===== config.mk =====
export PLATFORM = sky130hd
export DESIGN_NAME = registru_piso
export DESIGN_NICKNAME = d
export VERILOG_FILES = /design/src/rtl/piso_pkg.sv /design/src/rtl/piso_bit_counter.sv /design/src/rtl/registru_piso.sv
export SDC_FILE = /design/constraint.sdc
export NUM_CORES = 1
export LEC_CHECK = 0
export CAP_MARGIN = 15
export CORE_AREA = 2 2 39 41
export CTS_BUF_LIST = sky130_fd_sc_hd__clkbuf_4 sky130_fd_sc_hd__clkbuf_8
export DETAILED_ROUTE_END_ITERATION = 10
export DIE_AREA = 0 0 41 43
export HOLD_SLACK_MARGIN = 0.15
export PLACE_DENSITY = 0.53
export SETUP_SLACK_MARGIN = 0.4
export SYNTH_ARGS = -nofsm -noshare
export SYNTH_HDL_FRONTEND = slang
export SYNTH_SLANG_ARGS = --single-unit

===== constraint.sdc =====
create_clock -name clk -period 4.5 [get_ports clk]
set_clock_uncertainty 0.2 [all_clocks]
set_input_delay 0.675 -clock clk [delete_from_list [all_inputs] [get_ports clk]]
set_output_delay 0.675 -clock clk [all_outputs]
set_load 0.02 [all_outputs]

===== src/rtl/piso_pkg.sv =====
// Shared types and defaults for the registru_piso serializer.
package piso_pkg;

    localparam int PISO_DEFAULT_WIDTH = 4;

    typedef enum logic [1:0] {
        IDLE   = 2'd0,
        SHIFT  = 2'd1,
        PARITY = 2'd2
    } piso_state_e;

endpackage


===== src/rtl/piso_bit_counter.sv =====
// Loadable down-counter that tracks the remaining bits of a frame; last marks the final bit.
module piso_bit_counter #(
    parameter int CW = 2
) (
    input  logic          clk,
    input  logic          rst_n,
    input  logic          load,
    input  logic [CW-1:0] load_val,
    input  logic          dec,
    output logic [CW-1:0] cnt,
    output logic          last
);

    logic [CW-1:0] cnt_q;
    logic [CW-1:0] cnt_d;

    always_comb begin
        cnt_d = cnt_q;
        if (load) begin
            cnt_d = load_val;
        end else if (dec && (cnt_q != '0)) begin
            cnt_d = cnt_q - 1'b1;
        end
    end

    always_ff @(posedge clk or negedge rst_n) begin
        if (!rst_n) begin
            cnt_q <= '0;
        end else begin
            cnt_q <= cnt_d;
        end
    end

    assign cnt  = cnt_q;
    assign last = (cnt_q == '0);

endmodule


===== src/rtl/registru_piso.sv =====
// Parallel-in serial-out shift register with valid/ready load handshake.
// Optional trailing even-parity bit when PISO_PARITY_EN is defined.
module registru_piso
    import piso_pkg::*;
#(
    parameter int WIDTH     = PISO_DEFAULT_WIDTH,
    parameter bit MSB_FIRST = 1'b0
) (
    input  logic             clk,
    input  logic             rst_n,
    input  logic [WIDTH-1:0] data_in,
    input  logic             load_valid,
    output logic             load_ready,
    output logic             ser_out,
    output logic             ser_valid,
    output logic             frame_start,
    output logic             busy
);

    localparam int CW      = $clog2(WIDTH);
    localparam int OUT_IDX = MSB_FIRST ? WIDTH - 1 : 0;

    piso_state_e      state_q, state_d;
    logic [WIDTH-1:0] sh_q, sh_d;
    logic             fs_q, fs_d;
    logic [CW-1:0]    cnt;
    logic             last;
    logic             accept;
    logic             cnt_dec;
    logic             ready_int;
`ifdef PISO_PARITY_EN
    logic             par_q, par_d;
`endif

    piso_bit_counter #(.CW(CW)) u_cnt (
        .clk      (clk),
        .rst_n    (rst_n),
        .load     (accept),
        .load_val (CW'(WIDTH - 1)),
        .dec      (cnt_dec),
        .cnt      (cnt),
        .last     (last)
    );

    always_ff @(posedge clk or negedge rst_n) begin
        if (!rst_n) begin
            state_q <= IDLE;
            sh_q    <= '0;
            fs_q    <= 1'b0;
`ifdef PISO_PARITY_EN
            par_q   <= 1'b0;
`endif
        end else begin
            state_q <= state_d;
            sh_q    <= sh_d;
            fs_q    <= fs_d;
`ifdef PISO_PARITY_EN
            par_q   <= par_d;
`endif
        end
    end

    // Ready is gated by rst_n so nothing is offered while reset is held.
    always_comb begin
        ready_int = 1'b0;
        case (state_q)
            IDLE:    ready_int = 1'b1;
`ifdef PISO_PARITY_EN
            SHIFT:   ready_int = 1'b0;
            PARITY:  ready_int = 1'b1;
`else
            SHIFT:   ready_int = last;
            PARITY:  ready_int = 1'b0;
`endif
            default: ready_int = 1'b0;
        endcase
        load_ready = rst_n && ready_int;
        accept     = load_valid && load_ready;
    end

    always_comb begin
        state_d = state_q;
        case (state_q)
            IDLE: begin
                if (accept) state_d = SHIFT;
            end
            SHIFT: begin
                if (last) begin
                    if (accept) begin
                        state_d = SHIFT;
                    end else begin
`ifdef PISO_PARITY_EN
                        state_d = PARITY;
`else
                        state_d = IDLE;
`endif
                    end
                end
            end
            PARITY: begin
                state_d = accept ? SHIFT : IDLE;
            end
            default: state_d = IDLE;
        endcase
    end

    // Parity is dropped into the output position so ser_out stays a plain flop.
    always_comb begin
        sh_d    = sh_q;
        fs_d    = 1'b0;
        cnt_dec = (state_q == SHIFT) && !accept;
`ifdef PISO_PARITY_EN
        par_d   = par_q;
`endif
        if (accept) begin
            sh_d = data_in;
            fs_d = 1'b1;
`ifdef PISO_PARITY_EN
            par_d = ^data_in;
`endif
        end else if (state_q == SHIFT) begin
`ifdef PISO_PARITY_EN
            if (last) begin
                sh_d          = '0;
                sh_d[OUT_IDX] = par_q;
            end else
`endif
            if (MSB_FIRST) begin
                sh_d = {sh_q[WIDTH-2:0], 1'b0};
            end else begin
                sh_d = {1'b0, sh_q[WIDTH-1:1]};
            end
        end else begin
            sh_d = '0;
        end
    end

    always_comb begin
        ser_out     = sh_q[OUT_IDX];
        ser_valid   = (state_q != IDLE);
        frame_start = fs_q;
        busy        = (state_q != IDLE);
    end

endmodule

### Yosys cells after proc, flatten, opt, wreduce, memory -nomap -nowiden

Cells that the tools add are included.

| storage, ports and cells | value |
|---|---|
| bits in registers | 9 |
| logic and storage cells | 30 |

| cells by class | value |
|---|---|
| $add $sub $neg | 1 |
| eq/ne operators | 4 |
| multiplexer cells | 10 |
| reductions and logical operators | 11 |

Operator list:

| operator | number |
|---|---|
| $mux 2 | 4 |
| $pmux 2 s3 | 1 |
| $reduce_bool 2->1 | 3 |
| $logic_and 1x1->1 | 4 |
| $logic_not 2->1 | 2 |
| $mux 4 | 1 |
| $ne 2x2->1 const B | 2 |
| $mux 3 | 1 |
| $eq 2x1->1 const B | 1 |
| $eq 2x2->1 const B | 1 |
| $mux 1 | 2 |
| $pmux 1 s2 | 1 |
| $reduce_and 2->1 | 1 |
| $sub 2x1->2 const B | 1 |
| $logic_not 1->1 | 1 |

### Longest topological paths before layout

| logic depth | value |
|---|---|
| depth after elaboration | 9 |
| gate-level depth with buffers | 5 |
| gate-level depth less buffers | 5 |

### Hierarchy

A second synthesis with hierarchy kept.

| unflattened totals | value |
|---|---|
| cell total of the unflattened synthesis | 38 |
| area total of the unflattened synthesis | 399.1 um2 |

Modules (own cells, without submodules):

| module | instances | cells each | area an instance (um2) | sequential area each (um2) |
|---|---|---|---|---|
| registru_piso | 1 | 25 | 266.5 | 150.1 |
| piso_bit_counter | 1 | 13 | 132.6 | 50.0 |

### Worst setup path before layout

OpenSTA, ideal clock, no wires.

| timing path | value |
|---|---|
| kind | flip-flop to output port |
| start point | register u_cnt.cnt_q[0] (netlist: u_cnt.cnt[0]) |
| end point | output load_ready |
| arrival time | 1.089 ns |
| slack | 2.536 ns |
| cell stages (with the launch flop) | 5 |
| path buffers | 0 |
| path through | dfrtp_1 -> inv_1 -> ha_1 -> and2b_4 -> nor2b_1 |

| on the way | value |
|---|---|
| word-level cells in the longest chain between the ends | 3 |

Ends and longest elaborated chain:

| item | RTL line | text |
|---|---|---|
| start: declaration | piso_bit_counter.sv:14 | `logic [CW-1:0] cnt_q;` |
| start signal: assignment | piso_bit_counter.sv:30 | `cnt_q <= cnt_d;` |
| $logic_not 2->1 | piso_bit_counter.sv:35 | `assign last = (cnt_q == '0);` |
| $pmux 1 s2 | registru_piso.sv:66 | `case (state_q)` |
| $logic_and 1x1->1 | registru_piso.sv:77 | `load_ready = rst_n && ready_int;` |
| end: declaration | registru_piso.sv:13 | `output logic load_ready,` |

Every way passes these cells.

### Final worst setup path

| timing path | value |
|---|---|
| start point | input rst_n |
| end point | output load_ready |

| on the way | value |
|---|---|
| word-level cells in the longest chain between the ends | 1 |

Ends and longest elaborated chain:

| item | RTL line | text |
|---|---|---|
| start: declaration | registru_piso.sv:10 | `input logic rst_n,` |
| $logic_and 1x1->1 | registru_piso.sv:77 |  |

Every way passes these cells.

==> flow_summary_export.csv <==
group,metric,value,unit
clock_network,clkLatencyLatePin,0.25,ns
pwr,ir_drop,0.0002266,V
logic_synthesis,avgSynthCellArea,13.61,sq um
setup_path,arrival,2.21,ns
final_layout,antenna_cells,0,
placed_design,dp_hpwl,507.4,um
sta,finalWorstSetupSlack,1.412,ns
die,fp.dieArea,1763,sq um
placed_design,dpl-instance-area,462.9,sq um
placed_design,dp_slack,1.403,ns
setup_path,r2r_start,"u_cnt.cnt[0]",
min_path,hold_end,"sh_q[2]",
setup_path,crit_fanout,11,
logic_synthesis,synthesis.area,340.3,sq um
sta,worst_hold_slack,0.3145,ns
logic_synthesis,synth_fp_nets,33,
die,io_pins,12,
final_layout,final_cell_mix,"clkdlybuf4s50_1 (11), dfrtp_1 (8), a32o_1 (3), clkbuf_4 (3)",
pwr,leakage,0.2179,nW
routing,drc_errors,0,
sta,period_share,0.6861,
global_routing,grt_pass1_vias,250,
clock_network,ctsResizeCount,0,
min_path,min-delay-start,"sh_q[3]",
sta,final_max_slew_viol_count,0,
pwr,swShare,0.3401,
run,drv_cap,0,
logic_synthesis,ys_ff_latch,8,
setup_path,critPathKind,"input pin to output pin",
global_routing,antenna_found_initial,0,
routing,wire_per_inst,12.26,um
final_layout,utilization,0.3508,
global_routing,grt_overflow,0,
sta,setup_violations,0,
setup_path,r2r_slack,3.01,ns
routing,first_pass_iters,2,
routing,drtIter0Drc,2,
sta,hold_violations,0,
pwr,power,0.3096,mW
setup_path,required,3.62,ns
pwr,intPower,0.2043,mW
setup_path,cp_slowest_cell,"clkdlybuf4s50_1",
die,coreArea,1384,sq um
final_layout,layout-drive-gt1-share,0.1842,
global_routing,gr-usage-all-layers,0.1000,
pwr,p_seq_frac,0.361,
final_layout,multi_input_area,125.1,sq um
placed_design,gp_congestion,0.7696,
pwr,pwr-share-comb,0.468,
setup_path,r2r_end,"sh_q[2]",
final_layout,register_area,200.2,sq um
clock_network,h-tree-depth,1,
setup_path,crit_buf_inv,2,
pwr,power_switching,0.1053,mW
status,status,"finished clean",
logic_synthesis,synthesis.instances,25,
global_routing,grt_pass1_wl,1097,um
clock_network,cts_root_buf,"clkbuf_4",
setup_path,r2r_cells,5,
die,die_w,41,um
final_layout,final_cells,54,
final_layout,fin_area,485.5,sq um
die,start_util,0.2459,
setup_path,path_cells,"clkdlybuf4s50_1 -> nor2b_1 -> clkdlybuf4s50_1",
logic_synthesis,yosysUniqueCellTypes,14,
final_layout,fillCellCount,138,
setup_path,cpPeakStageDelay,0.74,ns
clock_network,clk_pin_slew,0.06,ns
sta,final.min_clock_period,3.088,ns
clock_network,postCtsSetupBuffers,0,
clock_network,cts_tree,"done",
min_path,hp-class,"flip-flop to flip-flop",
placed_design,port_buffers,11,
setup_path,crit_top_cell,"clkdlybuf4s50_1",
min_path,whs_path_depth,1,
sta,tns,0,ns
clock_network,cts_hold_buf,0,
placed_design,post-place-cells,51,
logic_synthesis,ys_seq_area_frac,0.5882,
setup_path,cp_num_cells,3,
sta,maxSlewHeadroom,0.7091,
final_layout,nNetsFinal,48,
clock_network,ctsLongestPathBuffers,2,
routing,antenna_left,0,
global_routing,grt_start_max_net_pins,12,
final_layout,final_common_cell,"clkdlybuf4s50_1",
clock_network,cts_sinks,8,
sta,max_freq,0.3239,GHz
pwr,power_density,637.8,nW/um^2
sta,rsz0062_at_grt,"no",
setup_path,startpoint_type,"input pin",
routing,num_vias,232,
clock_network,numCtsBuffers,3,
pwr,clock_power_share,0.171,
sta,worst_pin_slew,0.4350,ns
die,rows,14,
final_layout,syn_to_final_growth,42.65,%
routing,vias_per_cell,4.296,
die,fp.dieH,43,um
setup_path,cp-end-kind,"output pin",
routing,drt_wl_total,662,um
setup_path,crit_family,"buffers and inverters",
logic_synthesis,yosys_warnings,0,
sequential cells by signal, summed over array words and instances, names as in the netlist:
signal,count
frame_start,1
sh_q,4
state_q,1
u_cnt.cnt,2
how the worst max path moves through the flow:
| stage | start | to | slack (ns) |
|---|---|---|---|
| final | rst_n | load_ready | 1.41 |
| after global routing | rst_n | load_ready | 1.26 |
| after CTS | rst_n | load_ready | 1.38 |
| after detailed placement | rst_n | load_ready | 1.40 |
| after global placement | rst_n | load_ready | 1.42 |
| after floorplan | u_cnt.cnt[0] | load_ready | 2.54 |
layout make-up:
type / count / area share
timing repair buffer: 11 / 0.2268
clock buffer: 3 / 0.04639
tap: 16 / 0.04124
inverter: 2 / 0.01546
multi-input combinational: 14 / 0.2577
sequential: 8 / 0.4124
power groups by stage:
stage | logic [mW] | clock network (mW) | registers [mW]
finish | 0.145 | 0.0530 | 0.112
global placement | 0.143 | 0 | 0.112
global route | 0.161 | 0.0603 | 0.114
floorplan | 0.0916 | 0 | 0.120
CTS | 0.147 | 0.0562 | 0.112
detailed placement | 0.146 | 0 | 0.113
Yosys cell counts, drive strengths merged:
| cell type | number | area [sq um] |
|---|---|---|
| dfrtp | 8 | 200.2 |
| a32o | 3 | 30.03 |
| inv | 2 | 7.510 |
| nand2 | 2 | 7.510 |
| a2bb2oi | 1 | 15.01 |
| and2 | 1 | 6.260 |
| and2b | 1 | 10.01 |
| buf | 1 | 7.510 |
| ha | 1 | 12.51 |
| nand2b | 1 | 13.76 |
| nand3 | 1 | 5.000 |
| nor2 | 1 | 11.26 |
| nor2b | 1 | 6.260 |
| o21a | 1 | 7.510 |
kinds of logic after synthesis:
group           count (synthesis)  share of synthesized area
compound gates                  5                     0.1544
fa+ha+maj                       1                    0.03676
buf+inv                         3                    0.04413
flops                           8                     0.5882
simple gates                    8                     0.1765
per-layer routing:
| metal | vias up | part of all wire | GRT usage |
|---|---|---|---|
| li1 | 112 | - | - |
| met2 | 12 | 0.44 | 0.1406 |
| met4 | 0 | 0.014 | 0.08000 |
| met3 | 2 | 0.11 | 0.03665 |
| met1 | 106 | 0.43 | 0.1148 |
| met5 | - | 0 | 0 |
Power figures use the tool's default switching activity.
